File: config.mk
export PLATFORM = sky130hd
export DESIGN_NAME = wb_ifmem_arbiter_flat
export DESIGN_NICKNAME = d
export VERILOG_FILES = /design/src/rtl/wb_ifmem_arbiter_if.sv /design/src/rtl/wb_ifmem_arbiter.sv /design/src/flat_wrapper.sv
export SDC_FILE = /design/constraint.sdc
export NUM_CORES = 1
export LEC_CHECK = 0
export ABC_CLOCK_PERIOD_IN_PS = 2600
export CORE_AREA = 10 10 115 117
export DETAILED_ROUTE_END_ITERATION = 10
export DIE_AREA = 0 0 125 127
export GPL_TIMING_DRIVEN = 0
export HOLD_SLACK_MARGIN = 0.06
export PLACE_DENSITY = 0.82
export SYNTH_ARGS = -nofsm -noshare
export SYNTH_HDL_FRONTEND = slang
export SYNTH_SLANG_ARGS = --single-unit
File: constraint.sdc
create_clock -name clk -period 2.6 [get_ports clk]
set_clock_uncertainty 0.15 [all_clocks]
set_input_delay 0.52 -clock clk [delete_from_list [all_inputs] [get_ports clk]]
set_output_delay 0.52 -clock clk [all_outputs]
set_load 0.03 [all_outputs]
File: src/rtl/wb_ifmem_arbiter_if.sv
// ---------------------------------------------------------------------------
// wb_ifmem_arbiter_if
//   One Wishbone link (request + response) between a master and a slave.
//   Used three times around the instruction/data memory arbiter: the fetch
//   stage link, the memory stage link and the shared memory bus link.
//
// Signals
//   adr   [31:0]  address                 master -> slave
//   wdat  [31:0]  write data              master -> slave
//   we            write enable            master -> slave
//   sel   [3:0]   byte select             master -> slave
//   stb, cyc      request strobes         master -> slave
//   rdat  [31:0]  read data               slave  -> master
//   ack, err, rty transfer responses      slave  -> master
//
// Modports
//   master : the side that issues requests
//   slave  : the side that answers them
// ---------------------------------------------------------------------------
interface wb_ifmem_arbiter_if;
  logic [31:0] adr;
  logic [31:0] wdat;
  logic        we;
  logic [3:0]  sel;
  logic        stb;
  logic        cyc;
  logic [31:0] rdat;
  logic        ack;
  logic        err;
  logic        rty;

  modport master (
    output adr, wdat, we, sel, stb, cyc,
    input  rdat, ack, err, rty
  );

  modport slave (
    input  adr, wdat, we, sel, stb, cyc,
    output rdat, ack, err, rty
  );
endinterface

File: src/rtl/wb_ifmem_arbiter.sv
// ---------------------------------------------------------------------------
// wb_ifmem_arbiter
//   Two-master Wishbone arbiter sharing the instruction/data memory bus
//   between the fetch stage (m0) and the memory stage (m1). One transfer is
//   granted at a time and arbitration is redone after every completion.
//   The request path is a pure mux of the granted master, the response path
//   is a pure mux back to it (zero added latency). A watchdog aborts a
//   granted transfer that sees no response for TIMEOUT_CYCLES cycles by
//   returning err to the master.
//
// Parameters
//   TIMEOUT_CYCLES  cycles a granted transfer may wait for a response
//                   (0 disables the watchdog), default 255
//
// Ports
//   clk      in   clock, rising edge
//   rst      in   synchronous active-high reset
//   m0       slave modport   fetch-stage link (master 0)
//   m1       slave modport   memory-stage link (master 1)
//   s        master modport  shared memory bus
//   grant_o  out  [1:0] one-hot grant: 01 = m0, 10 = m1, 00 = idle
//
// Build option
//   WB_ARB_ROUND_ROBIN_EN  defined   : round-robin tie-break (master not
//                                      granted last wins a tie)
//                          undefined : fixed priority m1 > m0
// ---------------------------------------------------------------------------
module wb_ifmem_arbiter #(
  parameter int unsigned TIMEOUT_CYCLES = 255
) (
  input  logic               clk,
  input  logic               rst,
  wb_ifmem_arbiter_if.slave  m0,
  wb_ifmem_arbiter_if.slave  m1,
  wb_ifmem_arbiter_if.master s,
  output logic [1:0]         grant_o
);

  // Counter is kept at least 1 bit wide so a disabled watchdog still elaborates.
  localparam int unsigned CNT_W = (TIMEOUT_CYCLES > 0) ? $clog2(TIMEOUT_CYCLES + 1) : 1;

  // Encoding doubles as the one-hot grant vector.
  typedef enum logic [1:0] {
    ST_IDLE = 2'b00,
    ST_GNT0 = 2'b01,
    ST_GNT1 = 2'b10
  } state_t;

  state_t           r_state;
  state_t           w_next;
  state_t           w_arb;
  logic [CNT_W-1:0] r_cnt;

  logic w_req0;
  logic w_req1;
  logic w_gnt;
  logic w_cyc_x;
  logic w_resp;
  logic w_to;
  logic w_to_err;
  logic w_abort;
  logic w_done;

  assign w_req0  = m0.stb & m0.cyc;
  assign w_req1  = m1.stb & m1.cyc;
  assign w_gnt   = (r_state != ST_IDLE);
  assign w_cyc_x = (r_state == ST_GNT1) ? m1.cyc : m0.cyc;
  assign w_resp  = s.ack | s.err | s.rty;

  // The timeout cycle depends only on the counter, never on the slave
  // response, so a combinational slave (ack = stb) cannot form a loop.
  assign w_to     = (TIMEOUT_CYCLES != 0) && w_gnt && (r_cnt == CNT_W'(TIMEOUT_CYCLES));
  // A real ack (or retry) in the timeout cycle takes precedence over the
  // synthesized error.
  assign w_to_err = w_to & ~s.ack & ~s.rty;
  assign w_abort  = w_gnt & ~w_cyc_x;
  assign w_done   = w_gnt & w_cyc_x & (w_resp | w_to);

  // Arbitration over the live requests.
`ifdef WB_ARB_ROUND_ROBIN_EN
  logic r_last_m1;

  // Remembers which master completed last; timeouts count as completions.
  always_ff @(posedge clk) begin
    if (rst) begin
      r_last_m1 <= 1'b0;
    end else if (w_done) begin
      r_last_m1 <= (r_state == ST_GNT1);
    end
  end

  always_comb begin
    w_arb = ST_IDLE;
    if (w_req0 && w_req1) begin
      w_arb = r_last_m1 ? ST_GNT0 : ST_GNT1;
    end else if (w_req1) begin
      w_arb = ST_GNT1;
    end else if (w_req0) begin
      w_arb = ST_GNT0;
    end
  end
`else
  always_comb begin
    w_arb = ST_IDLE;
    if (w_req1) begin
      w_arb = ST_GNT1;
    end else if (w_req0) begin
      w_arb = ST_GNT0;
    end
  end
`endif

  // Grant state register.
  always_ff @(posedge clk) begin
    if (rst) begin
      r_state <= ST_IDLE;
    end else begin
      r_state <= w_next;
    end
  end

  // Next-state logic. An abort wins over a same-cycle completion.
  always_comb begin
    w_next = r_state;
    case (r_state)
      ST_IDLE: w_next = w_arb;
      ST_GNT0,
      ST_GNT1: begin
        if (w_abort) begin
          w_next = ST_IDLE;
        end else if (w_done) begin
          w_next = w_arb;
        end
      end
      default: w_next = ST_IDLE;
    endcase
  end

  // Request path towards the shared bus.
  always_comb begin
    s.adr  = '0;
    s.wdat = '0;
    s.we   = 1'b0;
    s.sel  = '0;
    s.stb  = 1'b0;
    s.cyc  = 1'b0;
    case (r_state)
      ST_GNT0: begin
        s.adr  = m0.adr;
        s.wdat = m0.wdat;
        s.we   = m0.we;
        s.sel  = m0.sel;
        s.cyc  = m0.cyc;
        s.stb  = m0.stb & m0.cyc & ~w_to;
      end
      ST_GNT1: begin
        s.adr  = m1.adr;
        s.wdat = m1.wdat;
        s.we   = m1.we;
        s.sel  = m1.sel;
        s.cyc  = m1.cyc;
        s.stb  = m1.stb & m1.cyc & ~w_to;
      end
      default: ;
    endcase
  end

  // Response path: read data broadcast, handshakes to the granted master only.
  assign m0.rdat = s.rdat;
  assign m1.rdat = s.rdat;

  assign m0.ack = (r_state == ST_GNT0) & s.ack;
  assign m0.err = (r_state == ST_GNT0) & (s.err | w_to_err);
  assign m0.rty = (r_state == ST_GNT0) & s.rty;

  assign m1.ack = (r_state == ST_GNT1) & s.ack;
  assign m1.err = (r_state == ST_GNT1) & (s.err | w_to_err);
  assign m1.rty = (r_state == ST_GNT1) & s.rty;

  assign grant_o = r_state;

  // Watchdog: restarts on every grant entry, counts silent grant cycles.
  always_ff @(posedge clk) begin
    if (rst) begin
      r_cnt <= '0;
    end else if (!w_gnt || w_done || w_abort) begin
      r_cnt <= '0;
    end else if (r_cnt != {CNT_W{1'b1}}) begin
      r_cnt <= r_cnt + CNT_W'(1);
    end
  end

endmodule

File: src/flat_wrapper.sv
// flat-port wrapper written by rule: the top's interface ports become plain ports
module wb_ifmem_arbiter_flat 
#(
  parameter int unsigned TIMEOUT_CYCLES = 255
)
  (clk, rst, grant_o, m0_adr, m0_wdat, m0_we, m0_sel, m0_stb, m0_cyc, m0_rdat, m0_ack, m0_err, m0_rty, m1_adr, m1_wdat, m1_we, m1_sel, m1_stb, m1_cyc, m1_rdat, m1_ack, m1_err, m1_rty, s_adr, s_wdat, s_we, s_sel, s_stb, s_cyc, s_rdat, s_ack, s_err, s_rty);
  wb_ifmem_arbiter_if m0_i ();
  wb_ifmem_arbiter_if m1_i ();
  wb_ifmem_arbiter_if s_i ();
  input  logic clk;
  input  logic rst;
  output logic [1:0] grant_o;
  input wire logic [$bits(m0_i.adr)-1:0] m0_adr;
  input wire logic [$bits(m0_i.wdat)-1:0] m0_wdat;
  input wire logic [$bits(m0_i.we)-1:0] m0_we;
  input wire logic [$bits(m0_i.sel)-1:0] m0_sel;
  input wire logic [$bits(m0_i.stb)-1:0] m0_stb;
  input wire logic [$bits(m0_i.cyc)-1:0] m0_cyc;
  output wire logic [$bits(m0_i.rdat)-1:0] m0_rdat;
  output wire logic [$bits(m0_i.ack)-1:0] m0_ack;
  output wire logic [$bits(m0_i.err)-1:0] m0_err;
  output wire logic [$bits(m0_i.rty)-1:0] m0_rty;
  input wire logic [$bits(m1_i.adr)-1:0] m1_adr;
  input wire logic [$bits(m1_i.wdat)-1:0] m1_wdat;
  input wire logic [$bits(m1_i.we)-1:0] m1_we;
  input wire logic [$bits(m1_i.sel)-1:0] m1_sel;
  input wire logic [$bits(m1_i.stb)-1:0] m1_stb;
  input wire logic [$bits(m1_i.cyc)-1:0] m1_cyc;
  output wire logic [$bits(m1_i.rdat)-1:0] m1_rdat;
  output wire logic [$bits(m1_i.ack)-1:0] m1_ack;
  output wire logic [$bits(m1_i.err)-1:0] m1_err;
  output wire logic [$bits(m1_i.rty)-1:0] m1_rty;
  output wire logic [$bits(s_i.adr)-1:0] s_adr;
  output wire logic [$bits(s_i.wdat)-1:0] s_wdat;
  output wire logic [$bits(s_i.we)-1:0] s_we;
  output wire logic [$bits(s_i.sel)-1:0] s_sel;
  output wire logic [$bits(s_i.stb)-1:0] s_stb;
  output wire logic [$bits(s_i.cyc)-1:0] s_cyc;
  input wire logic [$bits(s_i.rdat)-1:0] s_rdat;
  input wire logic [$bits(s_i.ack)-1:0] s_ack;
  input wire logic [$bits(s_i.err)-1:0] s_err;
  input wire logic [$bits(s_i.rty)-1:0] s_rty;
  assign m0_i.adr = m0_adr;
  assign m0_i.wdat = m0_wdat;
  assign m0_i.we = m0_we;
  assign m0_i.sel = m0_sel;
  assign m0_i.stb = m0_stb;
  assign m0_i.cyc = m0_cyc;
  assign m0_rdat = m0_i.rdat;
  assign m0_ack = m0_i.ack;
  assign m0_err = m0_i.err;
  assign m0_rty = m0_i.rty;
  assign m1_i.adr = m1_adr;
  assign m1_i.wdat = m1_wdat;
  assign m1_i.we = m1_we;
  assign m1_i.sel = m1_sel;
  assign m1_i.stb = m1_stb;
  assign m1_i.cyc = m1_cyc;
  assign m1_rdat = m1_i.rdat;
  assign m1_ack = m1_i.ack;
  assign m1_err = m1_i.err;
  assign m1_rty = m1_i.rty;
  assign s_adr = s_i.adr;
  assign s_wdat = s_i.wdat;
  assign s_we = s_i.we;
  assign s_sel = s_i.sel;
  assign s_stb = s_i.stb;
  assign s_cyc = s_i.cyc;
  assign s_i.rdat = s_rdat;
  assign s_i.ack = s_ack;
  assign s_i.err = s_err;
  assign s_i.rty = s_rty;
  wb_ifmem_arbiter #(.TIMEOUT_CYCLES(TIMEOUT_CYCLES)) u_core (.clk(clk), .rst(rst), .m0(m0_i), .m1(m1_i), .s(s_i), .grant_o(grant_o));
endmodule
; After elaboration in Yosys (flattened, before gate mapping)
; Cells that the tools add are included.
[op_classes]
add_sub_neg = 1
bitwise = 23
mux = 12
eq_ne = 5
reduce_logical = 8
[ops]
columns = operator, n
row1 = $pmux 32 s2, 2
row2 = $and 1x1->1, 15
row3 = $add 8x1->8 const B, 1
row4 = $eq 8x8->1 const B, 1
row5 = $ne 8x8->1 const B, 1
row6 = $pmux 4 s2, 1
row7 = $mux 2, 3
row8 = $pmux 1 s2, 3
row9 = $not 1->1, 4
row10 = $or 1x1->1, 4
row11 = $pmux 2 s2, 1
row12 = $reduce_or 2->1, 2
row13 = $ne 3x1->1 const B, 1
row14 = $eq 2x1->1 const B, 1
row15 = $eq 2x2->1 const B, 1
row16 = $logic_not 2->1, 1
row17 = $logic_or 1x1->1, 2
row18 = $mux 1, 2
row19 = $reduce_bool 2->1, 1
row20 = $logic_and 1x1->1, 1
row21 = $logic_not 1->1, 1
[word_totals]
register_bits = 10
wordCells = 51
out_inout_bits = 143
input_bits = 179

; Logic depth before layout (Yosys ltp)
; Gate-level depths: netlist of run 1.
[depth]
ltp_word = 7
depth_mapped = 7
mapped_depth_nobuf = 6

; Worst setup path before layout of run 1
; OpenSTA, ideal clock, no wires.
[synth_timing]
kind = reg2out
start = reg u_core.r_state[1], in the netlist u_core.grant_o[1]
end = out s_adr[0]
setup_slack_ns = -0.030
stages_incl_launch_ff = 6
arrival_time_ns = 1.960
path_cell_list = dfxtp_1 -> ha_1 -> clkbuf_1 -> clkbuf_1 -> a22oi_1 -> nor2b_1
[synth_via]
elab_chain_cells = 2
elab_cells_between_ends = 3
classes_between = eq/ne (2) / mux (1)
[synth_lines]
columns = element, line_no
row1 = start: declaration, wb_ifmem_arbiter.sv:49  ; state_t r_state;
row2 = start signal: assignment, wb_ifmem_arbiter.sv:118  ; r_state <= w_next;
row3 = $eq 2x2->1 / $eq 2x1->1 (equally long branches), wb_ifmem_arbiter.sv:147  ; case (r_state)
row4 = $pmux 32 s2 *, wb_ifmem_arbiter.sv:147
row5 = end: declaration, flat_wrapper.sv:33  ; output wire logic [$bits(s_i.adr)-1:0] s_adr;
; Every way passes the cells marked *; elsewhere a longest branch is shown, timed or not.

; Worst setup path after layout of run 1
[layout_timing]
start = reg u_core.r_state[1], in the netlist u_core.grant_o[1]
end = out s_adr[7]
; The elaborated chain is that of the path after synthesis.

==> results.toml, run 1 <==
[outcome]
run_status = "finished clean"

[cts]
cts_sinks = 10
ctsRootBufferMaster = "sky130_fd_sc_hd__clkbuf_16"
cts_tree = "done"
clock_tree.buffer_depth = 2
clkSlewWorstSetupHoldPaths_ns = 0.04
worst_skew_pair.late_latency_ns = 0.24
cts_inserted_buffers = 3
clock_tree.htree_level_count = 1

[sta]
sum_of_negative_setup_slack_ns = 0
setup_ws_ns = 0.0710
fmax_ghz = 0.395
final_cycle_share = 0.973
maxSlewViolCount = 0
final_hold_viol_count = 0
tightest_slew_ns = 0.384
final_critical_period_ns = 2.53
setup_violations = 0
max_slew_margin = 0.741

[placement]
placedCellCount = 732
port_buf_inserts = 289
routabilityCongestion = 0.885
post-dp-hpwl_um = 12900
post-place-ws_ns = -0.928

[route]
iteration_0_drc_markers = 179
drt_pass1_iterations = 4
num_vias = 3310
route.detailed.drc = 0
drt-wirelength-per-cell_um = 20.3
drtAntennaViolNets = 0
drt_wl_total_um = 15000
via_per_inst = 4.47

[pwr]
power_density_cells_nw_per_um2 = 240
design_power_total_mw = 1.32
power.leakage_nw = 2.11
peakVddDrop_mv = 0.292

[cells_and_area]
final_util = 0.494
area_of_the_multi_input_gates_um2 = 1600
ff_latch_area_um2 = 213
antennaDiodeCount = 0
final_nets = 783
final_cells = 740
drive_gt1_frac = 0.385
area_added_between_synthesis_and_finish_pct = 153
nFillCells = 1050

[global_routing]
grt_pass1_wl_um = 22200
grt_pass1_vias = 3698
grt.total_usage = 0.171
antenna_found_initial = 0
grt_remaining_overflow = 0
grt_max_degree = 11

[synth]
netlist_instances = 300
synth_seq_area_share = 0.0922
synth_xor_area_frac = 0.0202
synth_nets = 484
main_combinational_cell_family_by_area_after_synthesis = "simple AND/OR/NAND/NOR gates"
synth_simple_gate_area_frac = 0.286
avgSynthCellArea_um2 = 7.24
yosysWarnings = 0
syn_area_um2 = 2170
post_synth_mux_area_share = 0.0236
yosys.area_share.adder = 0.0288
synth-compound-area-share = 0.279
ys_types = 31
postSynthRegisterBits = 10

[floorplanning]
number_of_core_rows = 39
io_pins = 322
initial_core_util = 0.195
dieHeight_um = 127
die_area_um2 = 15900
die-width_um = 125
design.core.area_um2 = 11100

[job]
maxCapViolations = 0

[hold_path]
hold_path_class = "flop to flop"

[critical_path]
criticalPathCategory = "flop to primary output"
critPathArrivalTime_ns = 1.86
critPathLaunchType = "flop"
critical_path.max_fanout = 10
critical_path_endpoint_category = "primary output"
r2r_setup_slack_ns = 0.70
crit_required_ns = 1.93
[final timing paths]
| check | cells after the start | endpoint | from |
|---|---|---|---|
| worst max-delay path | 7 | s_adr[7] | u_core.grant_o[1]$_SDFFE_PP0P_ |
| worst min register to register | 1 | u_core.r_cnt[6]$_SDFFE_PP0P_ | u_core.r_cnt[6]$_SDFFE_PP0P_ |
| worst max register to register | 6 | u_core.grant_o[1]$_SDFFE_PP0P_ | u_core.grant_o[1]$_SDFFE_PP0P_ |
| worst min-delay path | 1 | u_core.r_cnt[6]$_SDFFE_PP0P_ | u_core.r_cnt[6]$_SDFFE_PP0P_ |
[per-layer routing]
layer  vias to the layer above  wire, um  track usage
li1                       1587         -            -
met1                      1538      5220        0.173
met2                       178      8130        0.334
met3                         7      1570       0.0691
met4                         0        85       0.0136
met5                         -         0            0
[power by group]
group	total [mW]	internal [mW]	switching, mW
clock	0.269	0.199	0.0695
sequential	0.157	0.154	0.00353
combinational	0.890	0.500	0.391
total	1.32	0.853	0.464
[cell usage after synthesis, drive strengths merged]
| cell type | count | area share |
|---|---|---|
| and2 | 6 | 0.017 |
| o21ai | 1 | 0.0023 |
| nand2b | 2 | 0.0058 |
| nor4b | 1 | 0.0040 |
| nor2 | 6 | 0.010 |
| mux2 | 1 | 0.0052 |
| and3 | 3 | 0.0086 |
| clkbuf | 23 | 0.040 |
| nand2 | 4 | 0.0069 |
| a32oi | 1 | 0.0075 |
| inv | 3 | 0.0052 |
| o41ai | 1 | 0.0075 |
| nor2b | 70 | 0.20 |
| a22oi | 70 | 0.24 |
| a21oi | 5 | 0.012 |
| nor3 | 2 | 0.0046 |
| xor2 | 2 | 0.0081 |
| mux2i | 4 | 0.018 |
| or4 | 2 | 0.0069 |
| nand3 | 4 | 0.012 |
| o211a | 1 | 0.0046 |
| xnor2 | 3 | 0.012 |
| or2 | 1 | 0.0029 |
| a211oi | 1 | 0.0035 |
| ha | 5 | 0.029 |
| dfxtp | 10 | 0.092 |
| buf | 66 | 0.23 |
| nand4 | 2 | 0.0058 |
[layout make-up]
class | count | share of cell area
Clock buffer | 3 | 0.0137
Tap cell | 143 | 0.0326
Inverter | 3 | 0.00205
Timing Repair Buffer | 296 | 0.506
Sequential cell | 10 | 0.0387
Multi-Input combinational cell | 198 | 0.292
Buffer | 87 | 0.115
[cell usage in the layout (no fill, tap or decap), drive strengths merged, types with 5 or more instances in the layout]
master,count
buf,110
ha,5
dfxtp,10
a22oi,70
clkdlybuf4s50,212
and2,6
nor2,6
a21oi,5
clkdlybuf4s18,5
clkbuf,30
clkdlybuf4s15,25
nor2b,70
[logic make-up after synthesis]
logic type / count (synthesis)
buf+inv: 92
simple gates: 103
flops: 10
fa+ha+maj: 5
mux: 5
xor+xnor: 5
compound gates: 80
[metrics by stage]
| stage | hold slack, ns | cell area [um^2] |
|---|---|---|
| 4_1_cts | 0.345 | 5510 |
| 3_5_place_dp | 0.339 | 5340 |
| 5_1_grt | 0.370 | 5490 |
| 6_report | 0.363 | 5490 |
| 2_1_floorplan | 0.301 | 2270 |
| 3_3_place_gp | 0.325 | 5340 |
[critical path, stage by stage (launching register included)]
cell and delay, ns:
sky130_fd_sc_hd__dfxtp_2 0.34, sky130_fd_sc_hd__inv_1 0.16, sky130_fd_sc_hd__ha_4 0.22, sky130_fd_sc_hd__buf_12 0.12, sky130_fd_sc_hd__clkbuf_2 0.24, sky130_fd_sc_hd__a22oi_1 0.12, sky130_fd_sc_hd__nor2b_2 0.12, sky130_fd_sc_hd__clkdlybuf4s18_2 0.30
[sequential cells by signal, indices dropped and copies added (netlist names)]
name / cells
u_core.grant_o: 2
u_core.r_cnt: 8
[timing repair]
action,4_1_cts,5_1_grt
buffers inserted,4,3
endpoints found under the hold margin,0,0
hold buffers,0,0
gates cloned,0,0
setup endpoints to repair,77,59
resized for setup,303,70
pin swaps,2,3
Power figures use the tool's default switching activity.
==> run 2, diff against run 1 <==
--- a/config.mk
+++ b/config.mk
@@ -5,13 +5,14 @@
 export SDC_FILE = /design/constraint.sdc
 export NUM_CORES = 1
 export LEC_CHECK = 0
-export ABC_CLOCK_PERIOD_IN_PS = 2600
-export CORE_AREA = 10 10 115 117
+export ABC_AREA = 1
+export ABC_CLOCK_PERIOD_IN_PS = 2530
+export CORE_AREA = 10 10 116 118
 export DETAILED_ROUTE_END_ITERATION = 10
-export DIE_AREA = 0 0 125 127
+export DIE_AREA = 0 0 126 128
 export GPL_TIMING_DRIVEN = 0
 export HOLD_SLACK_MARGIN = 0.06
-export PLACE_DENSITY = 0.82
+export PLACE_DENSITY = 0.81
 export SYNTH_ARGS = -nofsm -noshare
 export SYNTH_HDL_FRONTEND = slang
 export SYNTH_SLANG_ARGS = --single-unit
==> constraint.sdc (replaced) <==
create_clock -name clk -period 2.53 [get_ports clk]
set_clock_uncertainty 0.15 [all_clocks]
set_input_delay 0.506 -clock clk [delete_from_list [all_inputs] [get_ports clk]]
set_output_delay 0.506 -clock clk [all_outputs]
set_load 0.03 [all_outputs]
==> run 2 against run 1 <==
Compared with the run above: clock power rose by 14%; synthesized cell count rose by 33%; global-route usage rose by 0.13 points; count of clock-buffer cells in the layout rose by 1; sequential cell count did not move; critical endpoint is now s_wdat[22]; largest cell class unchanged; highest routed layer unchanged.
==> results.toml, run 2 <==
[sta]
tightest_slew_ns = 0.391
maxSlewViolCount = 0
fin_hold_ws_ns = 0.353
final_critical_period_ns = 2.45
final_cycle_share = 0.968
final_hold_viol_count = 0
max_slew_margin = 0.738
setup_ws_ns = 0.0804
setup_violations = 0
fmax_ghz = 0.408

[route]
drt_wl_total_um = 15500
drt-wirelength-per-cell_um = 18.6
route.detailed.drc = 0
iteration_0_drc_markers = 146
num_vias = 3508
drt_pass1_iterations = 4
drtAntennaViolNets = 0
via_per_inst = 4.20

[synth]
synth_enable_flop_cells = 0
top_cell_type_by_total_area_after_synthesis = "sky130_fd_sc_hd__nand2_1"
post_synth_mux_area_share = 0
postSynth.asyncResetShare = 0
yosysWarnings = 0
yosys.area_share.adder = 0.0283
postSynthRegisterBits = 10
ys.flop_type = "sky130_fd_sc_hd__dfxtp_1"
yosys.cell_count.top_type = "sky130_fd_sc_hd__nand2_1"
avgSynthCellArea_um2 = 5.53
synth_xor_area_frac = 0.0158
main_combinational_cell_family_by_area_after_synthesis = "simple AND/OR/NAND/NOR gates"
ys_types = 26
synth_nets = 584
netlist_top_cells_area = "sky130_fd_sc_hd__nand2_1 (27%), sky130_fd_sc_hd__buf_4 (22%), sky130_fd_sc_hd__a21oi_1 (17%)"
synth_seq_area_share = 0.0905
netlist_instances = 400
synth_commonest_cells = "sky130_fd_sc_hd__nand2_1 (158), sky130_fd_sc_hd__a21oi_1 (76), sky130_fd_sc_hd__buf_4 (64)"
synth_simple_gate_area_frac = 0.379
synth-compound-area-share = 0.184
syn_area_um2 = 2210
yosys.area.top_type_share = 0.268

[placement]
post-place-ws_ns = -0.565
post-dp-hpwl_um = 13300
place_area_um2 = 5280
placedCellCount = 832
routabilityCongestion = 0.925
port_buf_inserts = 289

[global_routing]
antenna_found_initial = 0
grt_pass1_wl_um = 22100
grt.total_usage = 0.172
grt_remaining_overflow = 0
grt_max_degree = 11
grt_pass1_vias = 3566

[cts]
worst_skew_pair.late_latency_ns = 0.23
cts_inserted_buffers = 3
clkSlewWorstSetupHoldPaths_ns = 0.04
clock_tree.buffer_depth = 2
cts_tree = "done"
clock_tree.htree_level_count = 1
cts_sinks = 10
ctsRootBufferMaster = "sky130_fd_sc_hd__clkbuf_16"
cts_post_setup_buffers_inserted = 0

[cells_and_area]
mostFrequentLayoutCell = "sky130_fd_sc_hd__clkdlybuf4s50_1"
nFillCells = 1205
finalInstanceArea_um2 = 5170
drive_gt1_frac = 0.274
most_used_cells_in_the_layout_excluding_fill_and_tap_cells = "sky130_fd_sc_hd__clkdlybuf4s50_1 (212), sky130_fd_sc_hd__nand2_1 (158), sky130_fd_sc_hd__buf_4 (73)"
final_cells = 836
antennaDiodeCount = 0
ff_latch_area_um2 = 203
largest-register = "u_core.r_cnt"
final_nets = 878
area_of_the_multi_input_gates_um2 = 1370
area_added_between_synthesis_and_finish_pct = 134
largest_reg_flops = 8

[critical_path]
criticalPathCategory = "flop to primary output"
critical_path.max_fanout = 10
critical_path_endpoint_category = "primary output"
critPathLaunchType = "flop"
critPathArrivalTime_ns = 1.79
crit_required_ns = 1.87

[floorplanning]
dieHeight_um = 128
design.core.area_um2 = 11200
die-width_um = 126
die_area_um2 = 16100
io_pins = 322
initial_core_util = 0.197
number_of_core_rows = 39

[outcome]
run_status = "finished clean"

[hold_path]
hold_path_class = "flop to flop"

[pwr]
power_density_cells_nw_per_um2 = 471
peakVddDrop_mv = 0.259
design_power_total_mw = 2.44
power.leakage_nw = 2.27

[job]
maxCapViolations = 0
run 2: path summary, 6_finish.rpt:
check / from / cells after the start / slack (ns) / end
max: u_core.grant_o[0]$_SDFFE_PP0P_ / 6 / 0.08 / s_wdat[22]
min: u_core.r_cnt[1]$_SDFFE_PP0P_ / 2 / 0.35 / u_core.r_cnt[1]$_SDFFE_PP0P_
max reg2reg: u_core.grant_o[0]$_SDFFE_PP0P_ / 8 / 0.81 / u_core.r_cnt[4]$_SDFFE_PP0P_
min reg2reg: u_core.r_cnt[1]$_SDFFE_PP0P_ / 2 / 0.35 / u_core.r_cnt[1]$_SDFFE_PP0P_
run 2: what timing repair did:
| item | 4_1_cts | 5_1_grt |
|---|---|---|
| hold buffers | 0 | 0 |
| endpoints found under the hold margin | 0 | 0 |
| endpoints found under the setup margin | 77 | 72 |
| gates resized for setup | 270 | 126 |
run 2: area by class of cell:
type,count,share of cell area
multi-input cells,283,0.265
well taps,143,0.0346
flip-flops and latches,10,0.0392
inverters,20,0.0150
clock buffers,4,0.0172
repair buffers,289,0.500
plain buffers,87,0.129
run 2: cells by family (layout without fill, tap and decap cells):
logic type | count (synthesis) | in the layout
AND/OR/NAND/NOR | 195 | 195
XOR/XNOR | 4 | 4
AO/OA/AOI/OAI | 79 | 79
adder cells (fa/ha/maj) | 5 | 5
flip-flops | 10 | 10
buffers and inverters | 107 | 400
run 2: metal layers:
| layer | vias to the layer above | share of wire | wire length (um) | track usage |
|---|---|---|---|---|
| li1 | 1782 | - | - | - |
| met4 | 0 | 0.0077 | 119 | 0.0188 |
| met2 | 156 | 0.53 | 8200 | 0.320 |
| met1 | 1564 | 0.38 | 5920 | 0.193 |
| met5 | - | 0 | 0 | 0 |
| met3 | 6 | 0.082 | 1270 | 0.0554 |
run 2: report_power, final:
part | internal [mW] | total [mW] | switching, mW
Combinational | 0.761 | 1.95 | 1.18
Sequential | 0.169 | 0.183 | 0.0141
Clock | 0.237 | 0.308 | 0.0704
Total | 1.17 | 2.44 | 1.27
run 2: worst max-delay path, cell delays in order (launching register included):
cell and delay, ns:
sky130_fd_sc_hd__dfxtp_2 0.38, sky130_fd_sc_hd__inv_1 0.08, sky130_fd_sc_hd__ha_2 0.37, sky130_fd_sc_hd__inv_4 0.08, sky130_fd_sc_hd__clkbuf_4 0.21, sky130_fd_sc_hd__a21oi_1 0.13
sky130_fd_sc_hd__clkdlybuf4s18_2 0.31
run 2: through the flow:
stage                      util   TNS, ns
after CTS                 0.485         0
after detailed placement  0.471    -26.12
final                     0.461         0
after floorplan               -         0
after global routing      0.461  -0.00953
after global placement    0.471    -23.81
